**config.mk**
```make
export PLATFORM = sky130hd
export DESIGN_NAME = mult_acc_stage
export DESIGN_NICKNAME = d
export VERILOG_FILES = /design/src/rtl/mult_acc_stage.sv
export SDC_FILE = /design/constraint.sdc
export NUM_CORES = 1
export LEC_CHECK = 0
export CORE_AREA = 2 2 97 99
export DETAILED_ROUTE_END_ITERATION = 7
export DIE_AREA = 0 0 99 101
export GPL_ROUTABILITY_DRIVEN = 0
export PLACE_DENSITY_LB_ADDON = 0.15
export SLEW_MARGIN = 0
export SYNTH_ARGS = -nofsm -noshare
export SYNTH_HDL_FRONTEND = slang
export SYNTH_SLANG_ARGS = --single-unit
```
**constraint.sdc**
```tcl
create_clock -name clk -period 3.68 [get_ports clk]
set_clock_uncertainty 0.05 [all_clocks]
set_input_delay 0.736 -clock clk [delete_from_list [all_inputs] [get_ports clk]]
set_output_delay 0.736 -clock clk [all_outputs]
set_load 0.02 [all_outputs]
```
**src/rtl/mult_acc_stage.sv**
```systemverilog
// mult_acc_stage: registers 4-bit operand pairs into the combinational 4x4
// multiplier "main" (3:2 carry-save tree plus Kogge-Stone prefix adder),
// then accumulates the products of one packet and holds the result until the
// consumer takes it.
//
// Ports
//   clk, rst                 clock, synchronous active-high reset
//   in_valid/in_ready        operand beat handshake
//   in_x, in_y, in_last      operands and end-of-packet marker
//   out_valid/out_ready      result handshake
//   out_sum, out_count       packet sum of products and beat count
//   out_ovf                  accumulation overflowed (saturating build only)
//
// Build option: define MULT_ACC_SAT_EN to clamp the accumulator at its maximum
// and report a sticky overflow flag; otherwise the accumulator wraps.
module mult_acc_stage #(
  parameter int unsigned ACC_W = 16,
  parameter int unsigned CNT_W = 8
) (
  input  logic             clk,
  input  logic             rst,
  input  logic             in_valid,
  output logic             in_ready,
  input  logic [3:0]       in_x,
  input  logic [3:0]       in_y,
  input  logic             in_last,
  output logic             out_valid,
  input  logic             out_ready,
  output logic [ACC_W-1:0] out_sum,
  output logic [CNT_W-1:0] out_count,
  output logic             out_ovf
);

  localparam int unsigned PROD_W = 8;
  localparam int unsigned IDX_W  = $clog2(PROD_W);
  localparam int unsigned SUM_W  = ACC_W + 1;
  localparam logic [CNT_W-1:0] CNT_MAX = '1;

  typedef enum logic [1:0] {
    S_ACCUM = 2'd0,
    S_FLUSH = 2'd1,
    S_HOLD  = 2'd2
  } state_t;

  state_t r_state, w_state_nxt;
  logic   r_in_ready, w_in_ready_nxt;
  logic   r_out_valid, w_out_valid_nxt;
  logic   w_accept;

  logic [3:0]        r_x, r_y;
  logic              r_last, r_v1;
  logic [ACC_W-1:0]  r_acc, w_acc_nxt, r_out_sum;
  logic [CNT_W-1:0]  r_cnt, w_cnt_nxt, r_out_count;

  logic [PROD_W-1:0] w_row0, w_row1, w_row2, w_row3;
  logic [PROD_W-1:0] w_s1, w_c1, w_s2, w_c2, w_h, w_g, w_t, w_p;

  assign w_accept = in_valid & r_in_ready;

  // Packet control: accept beats, one flush cycle, then hold the result.
  always_comb begin
    w_state_nxt     = r_state;
    w_in_ready_nxt  = 1'b0;
    w_out_valid_nxt = 1'b0;
    unique case (r_state)
      S_ACCUM: if (w_accept && in_last) w_state_nxt = S_FLUSH;
      S_FLUSH: w_state_nxt = S_HOLD;
      S_HOLD:  if (out_ready) w_state_nxt = S_ACCUM;
      default: w_state_nxt = S_ACCUM;
    endcase
    w_in_ready_nxt  = (w_state_nxt == S_ACCUM);
    w_out_valid_nxt = (w_state_nxt == S_HOLD);
  end

  always_ff @(posedge clk) begin
    if (rst) begin
      r_state     <= S_ACCUM;
      r_in_ready  <= 1'b1;
      r_out_valid <= 1'b0;
    end else begin
      r_state     <= w_state_nxt;
      r_in_ready  <= w_in_ready_nxt;
      r_out_valid <= w_out_valid_nxt;
    end
  end

  // 4x4 multiplier: partial-product rows, two 3:2 compressor layers, prefix adder.
  always_comb begin : main
    w_row0 = r_y[0] ? PROD_W'(r_x)          : '0;
    w_row1 = r_y[1] ? PROD_W'({r_x, 1'b0})  : '0;
    w_row2 = r_y[2] ? PROD_W'({r_x, 2'b00}) : '0;
    w_row3 = r_y[3] ? PROD_W'({r_x, 3'b000}): '0;
    w_s1 = w_row0 ^ w_row1 ^ w_row2;
    w_c1 = ((w_row0 & w_row1) | (w_row0 & w_row2) | (w_row1 & w_row2)) << 1;
    w_s2 = w_s1 ^ w_c1 ^ w_row3;
    w_c2 = ((w_s1 & w_c1) | (w_s1 & w_row3) | (w_c1 & w_row3)) << 1;
    w_g  = w_s2 & w_c2;
    w_t  = w_s2 ^ w_c2;
    w_h  = w_t;
    // Descending bit order lets each level update in place from old lower bits.
    for (int d = 1; d < int'(PROD_W); d = d * 2) begin
      for (int i = int'(PROD_W) - 1; i >= d; i--) begin
        w_g[IDX_W'(i)] = w_g[IDX_W'(i)] | (w_t[IDX_W'(i)] & w_g[IDX_W'(i - d)]);
        w_t[IDX_W'(i)] = w_t[IDX_W'(i)] & w_t[IDX_W'(i - d)];
      end
    end
    // Product never exceeds 8 bits, so the dropped carries are always zero.
    w_p = w_h ^ {w_g[PROD_W-2:0], 1'b0};
  end

  assign w_cnt_nxt = (r_cnt == CNT_MAX) ? r_cnt : r_cnt + CNT_W'(1);

`ifdef MULT_ACC_SAT_EN
  logic             r_ovf, r_out_ovf, w_ovf_nxt;
  logic [SUM_W-1:0] w_sum;

  // Once the packet has overflowed the accumulator stays pinned at max.
  assign w_sum     = {1'b0, r_acc} + SUM_W'(w_p);
  assign w_ovf_nxt = r_ovf | w_sum[ACC_W];
  assign w_acc_nxt = w_ovf_nxt ? '1 : w_sum[ACC_W-1:0];
  assign out_ovf   = r_out_ovf;
`else
  assign w_acc_nxt = r_acc + ACC_W'(w_p);
  assign out_ovf   = 1'b0;
`endif

  // Operand register and accumulator; the last beat publishes and clears.
  always_ff @(posedge clk) begin
    if (rst) begin
      r_x         <= '0;
      r_y         <= '0;
      r_last      <= 1'b0;
      r_v1        <= 1'b0;
      r_acc       <= '0;
      r_cnt       <= '0;
      r_out_sum   <= '0;
      r_out_count <= '0;
`ifdef MULT_ACC_SAT_EN
      r_ovf       <= 1'b0;
      r_out_ovf   <= 1'b0;
`endif
    end else begin
      r_v1 <= w_accept;
      if (w_accept) begin
        r_x    <= in_x;
        r_y    <= in_y;
        r_last <= in_last;
      end
      if (r_v1) begin
        if (r_last) begin
          r_out_sum   <= w_acc_nxt;
          r_out_count <= w_cnt_nxt;
          r_acc       <= '0;
          r_cnt       <= '0;
`ifdef MULT_ACC_SAT_EN
          r_out_ovf   <= w_ovf_nxt;
          r_ovf       <= 1'b0;
`endif
        end else begin
          r_acc <= w_acc_nxt;
          r_cnt <= w_cnt_nxt;
`ifdef MULT_ACC_SAT_EN
          r_ovf <= w_ovf_nxt;
`endif
        end
      end
    end
  end

  assign in_ready  = r_in_ready;
  assign out_valid = r_out_valid;
  assign out_sum   = r_out_sum;
  assign out_count = r_out_count;

endmodule

```
==> impl_metrics.json, run 1 <==
{
  "hold_violations": 0,
  "die_w_um": 99,
  "yosysWarnings": 0,
  "finalSetupViolCount": 0,
  "rows": 35,
  "start_kind": "flip-flop",
  "tns_ps": 0,
  "async_reset_ff_share_pct": 0,
  "drtIter0Drc": 129,
  "ant_nets": 0,
  "crit_chain": "and2_4, fa_1, inv_2, fa_1, inv_1, ha_2, xor2_2, ha_1, and2_4, a221o_2, or3_4, a32oi_1, nor2_1",
  "grt_pass1_wl_um": 14400,
  "grt_pass1_vias": 2921,
  "synth-edff-count": 0,
  "yosysSeqAreaShare_pct": 35.4,
  "synthFlopType": "dfxtp_1",
  "syn_area_sq_um": 3500,
  "cts_tree": "built",
  "portBuffers": 38,
  "cts_buffer_depth": 2,
  "cts_root_buffer": "clkbuf_8",
  "maxSlewViolCount": 0,
  "dp_hpwl_um": 5760,
  "power_density_nw_per_um2": 327,
  "htree_levels": 3,
  "tightestPinTransition_ps": 947,
  "drt-vias-per-instance": 5.33,
  "worstPathRequired_ps": 3830,
  "boundaryPins": 40,
  "synth_cell_types": 63,
  "die_y_um": 101,
  "utilization_pct": 47.2,
  "holdWs_ps": 407,
  "worstHoldPathType": "reg2reg",
  "die_area_sq_um": 10000,
  "syn_nets": 460,
  "layout-drive-gt1-share_pct": 12.1,
  "critical-path-max-stage-delay_ps": 540,
  "met2WireLength_um": 3950,
  "nets": 495,
  "rsz0062_at_grt": "yes",
  "critPathSlowestCell": "fa_1",
  "syn_inst": 423,
  "antenna_found_initial": 0,
  "cts_buffers": 9,
  "worstSkewPairLatency_ps": 340,
  "fmax_mhz": 277,
  "start_util_pct": 39.0,
  "met1Wirelength_um": 4100,
  "routed.top_layer": "met4",
  "wl_um": 8510,
  "clk_pin_slew_worst_paths_ps": 70,
  "end_kind": "flip-flop",
  "mostFrequentLayoutCells": "nand2_1, dfxtp_1, nor2_1",
  "met3_length_um": 343,
  "period_needed_ps": 3620,
  "max-vdd-ir-drop_v": 0.000211,
  "syn_to_final_growth_pct": 20.9,
  "worst-setup-path-type": "reg2reg",
  "synth_seq_cells": 62,
  "power.static_leakage_nw": 1.61,
  "avgSynthCellArea_sq_um": 8.28,
  "n_antenna_cell": 0,
  "dr.pass1.iters": 4,
  "cp.arrival_ps": 3760,
  "coreArea_sq_um": 8980,
  "overflow": 0,
  "wl_per_cell_um": 14.9,
  "maxCapViolCount": 0,
  "via_count": 3047,
  "grt_usage_pct": 17.8,
  "cts.sinks": 62,
  "drc": 0,
  "max_slew_margin_pct": 36.9,
  "finalCritPeriodShare_pct": 98.3,
  "status": "completed",
  "grt_max_degree": 42,
  "crit_fanout": 6
}
==> registers in the layout (all words and copies together), names as in the netlist <==
name,count
out_sum,16
r_acc,16
out_count,8
r_cnt,8
r_x,4
r_y,4
r_state,2
in_ready,1
out_valid,1
r_last,1
r_v1,1
==> cells by family (layout without fill, tap and decap cells) <==
group | count (synthesis) | after routing | share of synthesized area, %
other cells | 1 | 1 | 0.107
xor+xnor | 10 | 10 | 2.50
fa+ha+maj | 24 | 24 | 9.86
buf+inv | 45 | 83 | 5.07
compound gates | 98 | 98 | 20.0
flops | 62 | 62 | 35.4
mux | 8 | 8 | 2.32
simple gates | 175 | 175 | 24.7
==> final timing paths <==
kind / slack, ps / cells past startpoint / from / end
max reg2reg: 60 / 13 / r_y[0] / r_acc[5]
min reg2reg: 410 / 2 / out_sum[6] / out_sum[6]
max: 60 / 13 / r_y[0] / r_acc[5]
min: 410 / 2 / out_sum[6] / out_sum[6]
==> power breakdown <==
| group | switching (W) | internal [W] |
|---|---|---|
| registers | 0.0000164 | 0.000686 |
| logic | 0.0000736 | 0.0000543 |
| clock network | 0.000260 | 0.000292 |
==> area by class of cell <==
class                           count  area (sq um)
Sequential cell                    62          1250
Inverter                           18          67.6
Timing Repair Buffer               51           477
Fill cell                         872          4740
Multi-Input combinational cell    316          2130
Clock inverter                      1          5.00
Tap cell                          111           139
Clock buffer                       13           169
==> layer usage <==
metal / global-route usage (%) / vias to the layer above
li1: - / 1558
met1: 24.1 / 1426
met2: 28.5 / 54
met3: 3.47 / 9
met4: 6.11 / 0
met5: 0 / -
==> repair_timing <==
| item | in CTS | in global routing |
|---|---|---|
| resized for setup | 11 | 7 |
| hold buffers | 0 | 0 |
| endpoints found under the setup margin | 9 | 12 |
| hold endpoints to repair | 0 | 0 |
| buffers inserted | 3 | 0 |
| pin swaps | 11 | 11 |
==> critical path: cells and delay by family (launching register included) <==
kind	cells	cell delay, ps
simple gates	4	750
xor+xnor	1	160
fa+ha+maj	4	1510
flops	1	320
compound gates	2	610
buf+inv	2	80
==> stage by stage <==
stage	total power (W)	std cells	instance area, sq um	setup WS (ps)
global placement	0.000840	555	3980	59.3
CTS	0.00140	572	4220	-23.3
global route	0.00144	572	4230	-75.8
floorplan	0.000790	423	3500	102
finish	0.00138	572	4230	63.6
detailed placement	0.000841	555	3980	-38.2
==> synthesized netlist by cell type (all sizes together), types with 2 or more instances <==
cell	instances	area (sq um)
a32oi	3	26.3
clkbuf	20	75.1
and3	5	31.3
nor3b	3	22.5
nand2	58	218
a21o	4	30.0
o32ai	2	17.5
a22oi	4	30.0
mux2i	7	70.1
nand2b	4	25.0
inv	18	67.6
xnor2	3	26.3
nand4	9	77.6
xor2	7	61.3
o31ai	2	20.0
and2	16	103
a311o	2	20.0
a211o	3	26.3
a211oi	9	72.6
and4	2	17.5
nor2b	3	18.8
nor3	7	40.0
a31oi	6	37.5
ha	18	225
o21a	5	37.5
nand3	13	65.1
or3	7	43.8
o211ai	5	51.3
dfxtp	62	1240
nor2	43	161
a21oi	33	173
fa	6	120
o221ai	3	26.3
and4b	2	20.0
buf	7	35.0
o21ai	6	30.0
a2111oi	2	25.0
No activity file was read; power rests on OpenSTA's default activity.
==> inputs of run 2 (changes only) <==
--- a/config.mk
+++ b/config.mk
@@ -9,6 +9,7 @@
 export DETAILED_ROUTE_END_ITERATION = 7
 export DIE_AREA = 0 0 99 101
 export GPL_ROUTABILITY_DRIVEN = 0
+export MAX_ROUTING_LAYER = met4
 export PLACE_DENSITY_LB_ADDON = 0.15
 export SLEW_MARGIN = 0
 export SYNTH_ARGS = -nofsm -noshare
==> constraint.sdc (replaced) <==
create_clock -name clk -period 3.68 [get_ports clk]
set_clock_uncertainty 0.05 [all_clocks]
set_input_delay 0.736 -clock clk [delete_from_list [all_inputs] [get_ports clk]]
set_output_delay 0.736 -clock clk [all_outputs]
set_load 0.05 [all_outputs]
==> run 2 against run 1 <==
Register-to-register slack worse by 20 ps. Combinational power up 9%. Clock power about the same. Via count rose by 0.75%. First-iteration DRC count is 3.1% higher. Maximum frequency down 0.42%. Design area unchanged. Core utilization is the same. Sequential share of layout area is the same. Sequential power about the same. Final cell count is the same.
==> impl_metrics.json, run 2 (synthesis gave the netlist of run 1 again) <==
{
  "status": "completed",
  "nets": 495,
  "antenna_found_initial": 0,
  "rsz0062_at_grt": "yes",
  "wl_um": 8540,
  "grt_max_degree": 42,
  "fmax_mhz": 275,
  "path_buf_inv": 2,
  "grt_pass1_vias": 2914,
  "p_clk_share_pct": 39.7,
  "boundaryPins": 40,
  "cts_root_buffer": "clkbuf_8",
  "die_w_um": 99,
  "worstHoldPathType": "reg2reg",
  "via_count": 3070,
  "clk_pin_slew_worst_paths_ps": 70,
  "max-vdd-ir-drop_v": 0.000212,
  "ant_nets": 0,
  "cts.sinks": 62,
  "layout-drive-gt1-share_pct": 12.1,
  "finalSetupViolCount": 0,
  "rows": 35,
  "maxSlewViolCount": 0,
  "dr.pass1.iters": 4,
  "rrSetupSlack_ps": 50,
  "worst-setup-path-type": "reg2reg",
  "maxCapViolCount": 0,
  "drt-vias-per-instance": 5.37,
  "wl_per_cell_um": 14.9,
  "start_util_pct": 39.0,
  "die_area_sq_um": 10000,
  "dp_hpwl_um": 5760,
  "coreArea_sq_um": 8980,
  "critical-path-max-stage-delay_ps": 540,
  "period_needed_ps": 3630,
  "portBuffers": 38,
  "end_kind": "flip-flop",
  "tightestPinTransition_ps": 947,
  "finalCritPeriodShare_pct": 98.7,
  "die_y_um": 101,
  "seq_power_share_pct": 50.3,
  "drtIter0Drc": 133,
  "holdWs_ps": 407,
  "n_antenna_cell": 0,
  "pwr-share-comb_pct": 10.0,
  "start_kind": "flip-flop",
  "crit_chain": "and2_4, fa_1, inv_2, fa_1, inv_1, ha_2, xor2_2, ha_1, and2_4, a221o_2, or3_4, a32oi_1, nor2_1",
  "grt_usage_pct": 18.4,
  "p_int_w": 0.00103,
  "critPathSlowestCell": "fa_1",
  "cpLargestDelayFamily": "adder cells",
  "worstSkewPairLatency_ps": 340,
  "worstPathRequired_ps": 3830,
  "setup_ws_ps": 48.4,
  "power.static_leakage_nw": 1.61,
  "mostFrequentLayoutCells": "nand2_1, dfxtp_1, nor2_1",
  "overflow": 0,
  "cp.arrival_ps": 3780,
  "fin_area_sq_um": 4230,
  "drc": 0,
  "tns_ps": 0,
  "power.share.switching_pct": 26.1,
  "hold_violations": 0,
  "dpl.cell_count": 555,
  "grt_pass1_wl_um": 14400,
  "cts_buffers": 9,
  "power_density_nw_per_um2": 330,
  "cts_tree": "built",
  "dpl_cell_area_sq_um": 3980,
  "crit_fanout": 6,
  "htree_levels": 3,
  "syn_to_final_growth_pct": 20.9,
  "fillCellCount": 872,
  "max_slew_margin_pct": 36.9,
  "fin_cells": 572,
  "p_switching_w": 0.000365,
  "pre_cts_slack_ps": -38.2,
  "cts_buffer_depth": 2
}
[run 2: path summary, 6_finish.rpt]
| kind | from | endpoint | cells past startpoint |
|---|---|---|---|
| worst max-delay path | r_y[0] | r_acc[5] | 13 |
| worst min-delay path | out_sum[6] | out_sum[6] | 2 |
| worst max register to register | r_y[0] | r_acc[5] | 13 |
| worst min register to register | out_sum[6] | out_sum[6] | 2 |
[run 2: cell type report]
class / count / area [sq um] / area share [%]
well taps: 111 / 139 / 3.28
inverters: 18 / 67.6 / 1.60
flip-flops and latches: 62 / 1250 / 29.4
clock buffers: 13 / 169 / 3.99
multi-input cells: 316 / 2130 / 50.3
clock inverters: 1 / 5.00 / 0.118
repair buffers: 51 / 477 / 11.3
[run 2: per-stage QoR]
stage / power (W) / utilization [%]
after detailed placement: 0.000852 / 44.3
after global routing: 0.00146 / 47.2
after CTS: 0.00141 / 47.0
after floorplan: 0.000802 / -
after global placement: 0.000851 / 44.3
final: 0.00140 / 47.2
[run 2: power groups by stage]
stage                     clock network, W  registers (W)  logic [W]
after global placement                   0       0.000717   0.000135
after global routing              0.000596       0.000704   0.000155
after CTS                         0.000569       0.000702   0.000140
after detailed placement                 0       0.000717   0.000135
after floorplan                          0       0.000727  0.0000743
final                             0.000555       0.000703   0.000140
[run 2: worst min-delay path: cells and delay by family (launching register included)]
family	cells	cell delay (ps)
DFF	1	310
AOI/OAI and AO/OA	1	50
and+or+nand+nor	1	50
[run 2: repair_timing]
action                                  CTS  global route
gates resized for setup                  11             7
endpoints found under the setup margin    9            12
setup buffers                             3             0
pin swaps                                11            11
hold buffers                              0             0
hold endpoints to repair                  0             0
[run 2: routing by layer]
layer / wire, um / share of wire (%) / track usage [%] / vias up
li1: - / - / - / 1560
met1: 4130 / 48 / 24.1 / 1442
met2: 3910 / 46 / 28.6 / 56
met3: 373 / 4.4 / 3.47 / 12
met4: 113 / 1.3 / 6.11 / 0
met5: 0 / 0 / - / -
==> inputs of run 3 (changes only) <==
--- a/config.mk
+++ b/config.mk
@@ -11,7 +11,7 @@
 export GPL_ROUTABILITY_DRIVEN = 0
 export MAX_ROUTING_LAYER = met4
 export PLACE_DENSITY_LB_ADDON = 0.15
-export SLEW_MARGIN = 0
+export SLEW_MARGIN = 20
 export SYNTH_ARGS = -nofsm -noshare
 export SYNTH_HDL_FRONTEND = slang
 export SYNTH_SLANG_ARGS = --single-unit
==> results of run 3 <==
The final DEF is identical to that of run 2; final timing and power are the same.
